**config.mk**
```make
export PLATFORM = sky130hd
export DESIGN_NAME = text_ram_arbiter_flat
export DESIGN_NICKNAME = d
export VERILOG_FILES = /design/src/rtl/text_ram_arbiter_if.sv /design/src/rtl/text_ram_arbiter.sv /design/src/flat_wrapper.sv
export SDC_FILE = /design/constraint.sdc
export NUM_CORES = 1
export LEC_CHECK = 0
export ABC_CLOCK_PERIOD_IN_PS = 1600
export CAP_MARGIN = 20
export CORE_ASPECT_RATIO = 0.5
export CORE_MARGIN = 2
export CORE_UTILIZATION = 41
export CTS_BUF_LIST = sky130_fd_sc_hd__clkbuf_8 sky130_fd_sc_hd__clkbuf_16
export DETAILED_ROUTE_END_ITERATION = 8
export PLACE_DENSITY = 0.8
export SYNTH_ARGS = -nofsm -noshare
export SYNTH_HDL_FRONTEND = slang
export SYNTH_SLANG_ARGS = --single-unit
```
**constraint.sdc**
```tcl
create_clock -name clk -period 1.6 [get_ports clk]
set_input_delay 0.32 -clock clk [delete_from_list [all_inputs] [get_ports clk]]
set_output_delay 0.32 -clock clk [all_outputs]
set_load 0.005 [all_outputs]
```
**src/rtl/text_ram_arbiter_if.sv**
```systemverilog
// Bundle of the display, writer, clear and RAM signals around the text RAM arbiter.
// The arbiter takes the slave side; the environment drives the master side.
interface text_ram_arbiter_if #(
    parameter int ADDR_W = 11
);
    logic              disp_req;
    logic [ADDR_W-1:0] disp_addr;
    logic              disp_valid;
    logic [7:0]        disp_data;

    logic              wr_valid;
    logic [ADDR_W-1:0] wr_addr;
    logic [7:0]        wr_data;
    logic              wr_ready;

    logic              clr_start;
    logic              clr_busy;
    logic              clr_done;

    logic              mem_en;
    logic              mem_we;
    logic [ADDR_W-1:0] mem_addr;
    logic [7:0]        mem_wdata;
    logic [7:0]        mem_rdata;

    modport slave (
        input  disp_req, disp_addr, wr_valid, wr_addr, wr_data, clr_start, mem_rdata,
        output disp_valid, disp_data, wr_ready, clr_busy, clr_done,
        output mem_en, mem_we, mem_addr, mem_wdata
    );

    modport master (
        output disp_req, disp_addr, wr_valid, wr_addr, wr_data, clr_start, mem_rdata,
        input  disp_valid, disp_data, wr_ready, clr_busy, clr_done,
        input  mem_en, mem_we, mem_addr, mem_wdata
    );
endinterface

```
**src/rtl/text_ram_arbiter.sv**
```systemverilog
// Shares one single-port text RAM between the display fetcher, a full-screen clear
// engine and a character writer, in that priority order.
module text_ram_arbiter #(
    parameter int         ADDR_W = 11,
    parameter int         DEPTH  = 1200,
    parameter logic [7:0] FILL   = 8'h20
) (
    input logic            clk,
    input logic            rst,
    text_ram_arbiter_if.slave bus
);
    typedef enum logic {IDLE, CLEAR} state_t;

    localparam logic [ADDR_W-1:0] LAST_ADDR = ADDR_W'(DEPTH - 1);

    state_t            state;
    state_t            state_next;
    logic [ADDR_W-1:0] counter;
    logic              rd_pipe;
    logic              valid_q;
    logic [7:0]        data_q;
    logic              done_q;

    logic              clr_write;
    logic              clr_last;
    logic              ready;
    logic              en;
    logic              we;
    logic [ADDR_W-1:0] addr;
    logic [7:0]        wdata;

    // Display reads are never stalled; the clear only yields to them, and the
    // writer is refused whenever anything else might want the RAM this cycle.
    always_comb begin
        en         = 1'b0;
        we         = 1'b0;
        addr       = bus.disp_addr;
        wdata      = FILL;
        ready      = 1'b0;
        clr_write  = 1'b0;
        state_next = state;
        if (!rst) begin
            if (bus.disp_req) begin
                en = 1'b1;
            end else if (state == CLEAR) begin
                en        = 1'b1;
                we        = 1'b1;
                addr      = counter;
                clr_write = 1'b1;
            end else if (!bus.clr_start) begin
                ready = 1'b1;
                if (bus.wr_valid && (bus.wr_addr <= LAST_ADDR)) begin
                    en    = 1'b1;
                    we    = 1'b1;
                    addr  = bus.wr_addr;
                    wdata = bus.wr_data;
                end
            end
            if ((state == IDLE) && bus.clr_start) begin
                state_next = CLEAR;
            end else if (clr_write && (counter == LAST_ADDR)) begin
                state_next = IDLE;
            end
        end
    end

    assign clr_last = clr_write && (counter == LAST_ADDR);

    // Read data lands one cycle after the command and is registered once more,
    // so a fetch surfaces on disp_valid two cycles after its request.
    always_ff @(posedge clk) begin
        if (rst) begin
            state   <= IDLE;
            counter <= '0;
            rd_pipe <= 1'b0;
            valid_q <= 1'b0;
            data_q  <= 8'h00;
            done_q  <= 1'b0;
        end else begin
            state   <= state_next;
            rd_pipe <= bus.disp_req;
            valid_q <= rd_pipe;
            done_q  <= clr_last;
            if (rd_pipe) begin
                data_q <= bus.mem_rdata;
            end
            if (state == IDLE) begin
                counter <= '0;
            end else if (clr_write) begin
                counter <= counter + ADDR_W'(1);
            end
        end
    end

    assign bus.mem_en     = en;
    assign bus.mem_we     = we;
    assign bus.mem_addr   = addr;
    assign bus.mem_wdata  = wdata;
    assign bus.wr_ready   = ready;
    assign bus.disp_valid = valid_q && !rst;
    assign bus.disp_data  = rst ? 8'h00 : data_q;
    assign bus.clr_busy   = (state == CLEAR) && !rst;
    assign bus.clr_done   = done_q && !rst;
endmodule

```
**src/flat_wrapper.sv**
```systemverilog
// flat-port wrapper written by rule: the top's interface ports become plain ports
module text_ram_arbiter_flat 
#(
    parameter int         ADDR_W = 11,
    parameter int         DEPTH  = 1200,
    parameter logic [7:0] FILL   = 8'h20
)
  (clk, rst, bus_disp_req, bus_disp_addr, bus_wr_valid, bus_wr_addr, bus_wr_data, bus_clr_start, bus_mem_rdata, bus_disp_valid, bus_disp_data, bus_wr_ready, bus_clr_busy, bus_clr_done, bus_mem_en, bus_mem_we, bus_mem_addr, bus_mem_wdata);
  text_ram_arbiter_if #(.ADDR_W(ADDR_W)) bus_i ();
  input logic clk;
  input logic rst;
  input wire logic [$bits(bus_i.disp_req)-1:0] bus_disp_req;
  input wire logic [$bits(bus_i.disp_addr)-1:0] bus_disp_addr;
  input wire logic [$bits(bus_i.wr_valid)-1:0] bus_wr_valid;
  input wire logic [$bits(bus_i.wr_addr)-1:0] bus_wr_addr;
  input wire logic [$bits(bus_i.wr_data)-1:0] bus_wr_data;
  input wire logic [$bits(bus_i.clr_start)-1:0] bus_clr_start;
  input wire logic [$bits(bus_i.mem_rdata)-1:0] bus_mem_rdata;
  output wire logic [$bits(bus_i.disp_valid)-1:0] bus_disp_valid;
  output wire logic [$bits(bus_i.disp_data)-1:0] bus_disp_data;
  output wire logic [$bits(bus_i.wr_ready)-1:0] bus_wr_ready;
  output wire logic [$bits(bus_i.clr_busy)-1:0] bus_clr_busy;
  output wire logic [$bits(bus_i.clr_done)-1:0] bus_clr_done;
  output wire logic [$bits(bus_i.mem_en)-1:0] bus_mem_en;
  output wire logic [$bits(bus_i.mem_we)-1:0] bus_mem_we;
  output wire logic [$bits(bus_i.mem_addr)-1:0] bus_mem_addr;
  output wire logic [$bits(bus_i.mem_wdata)-1:0] bus_mem_wdata;
  assign bus_i.disp_req = bus_disp_req;
  assign bus_i.disp_addr = bus_disp_addr;
  assign bus_i.wr_valid = bus_wr_valid;
  assign bus_i.wr_addr = bus_wr_addr;
  assign bus_i.wr_data = bus_wr_data;
  assign bus_i.clr_start = bus_clr_start;
  assign bus_i.mem_rdata = bus_mem_rdata;
  assign bus_disp_valid = bus_i.disp_valid;
  assign bus_disp_data = bus_i.disp_data;
  assign bus_wr_ready = bus_i.wr_ready;
  assign bus_clr_busy = bus_i.clr_busy;
  assign bus_clr_done = bus_i.clr_done;
  assign bus_mem_en = bus_i.mem_en;
  assign bus_mem_we = bus_i.mem_we;
  assign bus_mem_addr = bus_i.mem_addr;
  assign bus_mem_wdata = bus_i.mem_wdata;
  text_ram_arbiter #(.ADDR_W(ADDR_W), .DEPTH(DEPTH), .FILL(FILL)) u_core (.clk(clk), .rst(rst), .bus(bus_i));
endmodule
```
==> summary.md <==
| Metric | Value |
|---|---|
| Row count | `16` |
| Leakage | `1.25 nW` |
| Clk sinks | `23` |
| Fin crit period | `1.94 ns` |
| P&R area growth vs syn | `90.1%` |
| Via count | `roughly 2.3k` |
| Placer Congestion | `around 0.86` |
| Post-synthesis async set-or-reset flop share | `0` |
| Synth top area share | `0.282` |
| Most area-consuming cells after synthesis | `dfxtp_1, mux2i_1, nor4b_1, o2111ai_1, o21a_1` |
| CP max stage cell | `dfxtp_4` |
| Residual DRC | `0` |
| EDFF count, synth | `0` |
| Fin cells | `365` |
| Hold_sp | `u_core.data_q[6]` |
| Flops & latches, synth | `23` |
| Vias per cell | `6.25` |
| Total GRT Usage | `0.318` |
| Top Family by Delay on Critical Path | `flip-flops` |
| Post-synthesis sequential area ratio | `0.282` |
| Max-slew headroom | `0.665` |
| DRT Wirelength | `7.58 mm` |
| Final hold slack | `0.504 ns` |
| Worst setup margin | `-0.342 ns` |
| Vias in the first global route | `around 2.2k` |
| CP Launch Type | `register` |
| Primary FF master, synth | `dfxtp_1` |
| Die Footprint | `4540 um2` |
| Unrepaired setup endpoints after global routing | `true` |
| Worst-case vdd ir drop | `325 uV` |
| Commonest cells after routing, fill and taps aside | `clkdlybuf4s50_1, buf_4, buf_2, dfxtp_1` |
| Final instance area | `around 3100 um2` |
| Gr ovfl total | `0` |
| Synth Cell Area | `roughly 1600 um2` |
| Yosys top cell by area | `dfxtp_1` |
| CP required | `around 1.3 ns` |
| Crit path DAT | `1.62 ns` |
| Pre-CTS WS | `-0.855 ns` |
| Initial core utilization | `0.423` |
| Clock Root Buffer | `clkbuf_8` |
| Worst-path clk slew | `roughly 0.080 ns` |
| CP Buf/Inv Count | `2` |
| Post-DP HPWL | `4.13 mm` |
| DRT iter0 DRCs | `223` |
| N_diodes | `0` |
| Post-Syn Nets | `between 200 and 300` |
| Dpl cell area | `2610 um2` |
| Global-route wire length before repair | `11.3 mm` |
| Crit-path max cell delay | `0.41 ns` |
| Setup_tns | `-4.00 ns` |
| Max FO, Critical Path | `7` |
| Placed insts | `between 300 and 400` |
| CTS buffer count | `3` |
| Slew Limit Fails | `0` |
| Status | `finished, violations left` |
| Distinct cells, synth | `35` |
| CP Capture Type | `output port` |
| Ports | `76` |
| Clk_lat worst skew | `0.27 ns` |
| Hold crit path type | `register to register` |
| Critical Path Source | `u_core.state` |
| DR WL/cell | `about 21 um` |
| Final worst-path cycle share | `1.21` |
| Post-synthesis cell count | `206` |
| Core Region | `3860 um2` |
| Initial antenna violation count | `0` |
| Post-Syn Area per Cell | `just under 8 um2` |
| Reg-to-reg startpoint | `u_core.counter[0]` |
| CTS tree | `done` |
| YS warnings | `0` |
| TritonRoute pass-1 iters | `5` |
| Least-Margin Pin Slew | `0.501 ns` |
| Achievable Freq | `0.515 GHz` |
| Crit Path Class | `register to output port` |
| Largest net degree at the start of global routing | `17` |
| Pwr dens | `503 nW/um2` |
| I/O Buffers | `75` |
| H-tree levels | `1` |
| Failing checks | `setup timing` |
| Share of cells above drive strength 1 | `0.392` |
| Crit-path cells | `buf_12, nor4b_4, o2111ai_2, o211ai_1, buf_2` |
| Max Buffers Root-to-Sink | `2` |
| Final Setup Violations | `21` |
| # nets final | `approximately 360` |
| Max_cap viols | `0` |
| Die width | `93.3 um` |
| Height of the die | `48.7 um` |
| Fin. Hold Viols | `0` |
| Antenna viol nets, final | `0` |
| Clk_skew | `0.00191 ns` |
==> path summary, 6_finish.rpt <==
kind	slack [ns]	to	depth (start not counted)
max	-0.34	bus_mem_addr[5]	5
min	0.50	u_core.data_q[6]	2
max reg2reg	0.08	u_core.counter[8]	4
min reg2reg	0.50	u_core.data_q[6]	2
==> Yosys cell counts (7+ instances only) <==
| library cell | count |
|---|---|
| o211ai_1 | 10 |
| nor4b_1 | 11 |
| o2111ai_1 | 11 |
| nor2b_1 | 13 |
| nor2_1 | 15 |
| mux2i_1 | 10 |
| nand2_1 | 14 |
| dfxtp_1 | 23 |
| and3_1 | 7 |
| o21a_1 | 12 |
| a31oi_1 | 11 |
| clkbuf_1 | 15 |
==> tightest hold or removal path, cell delays in order (launching register included) <==
cell,delay [ns]
dfxtp_1,0.33
mux2i_1,0.06
nor2_1,0.08
==> sequential cells by signal (all words and copies together) (netlist names) <==
signal	flops
u_core.data_q	8
u_core.rd_pipe	1
u_core.done_q	1
u_core.valid_q	1
u_core.state	1
u_core.counter	11
==> cells by family after synthesis <==
family	share of synthesized area
simple gates	0.298
compound gates	0.262
buf+inv	0.0689
flops	0.282
mux	0.0612
xor+xnor	0.0214
fa+ha+maj	0.00765
==> layer usage <==
layer  routed length [um]  track usage  vias up  share of wire
li1                     -            -      994              -
met1                 3010        0.391     1071           0.40
met2                 3540        0.534      161           0.47
met3                  725       0.0826       55          0.096
met4                  310        0.130        0          0.041
met5                    0            0        -              0
==> cell type report <==
type | instances | area, um2
Sequential cell | 23 | 467
Fill cell | 208 | 754
Timing Repair Buffer | 123 | 1160
Tap cell | 54 | 67.6
Clock buffer | 3 | 41.3
Clock inverter | 1 | 5.00
Inverter | 5 | 18.8
Multi-Input combinational cell | 156 | 1350
==> stage by stage <==
| step | util | power [mW] |
|---|---|---|
| floorplan | - | 0.782 |
| global placement | 0.675 | 1.04 |
| detailed placement | 0.675 | 1.05 |
| CTS | 0.782 | 1.51 |
| global route | 0.805 | 1.63 |
| finish | 0.805 | 1.56 |
==> what timing repair did <==
action	in CTS	in global routing
buffers inserted	16	2
gates resized for setup	194	27
endpoints found under the setup margin	40	29
pin swaps	37	7
hold buffers	0	0
gates cloned	3	0
==> power by group <==
group / internal, mW / leakage [nW] / switching, mW
Combinational: 0.326 / 1.04 / 0.269
Sequential: 0.587 / 0.189 / 0.0212
Clock: 0.174 / 0.0255 / 0.186
Total: 1.09 / 1.25 / 0.476
Note: power is estimated with default switching activity, not from simulation.
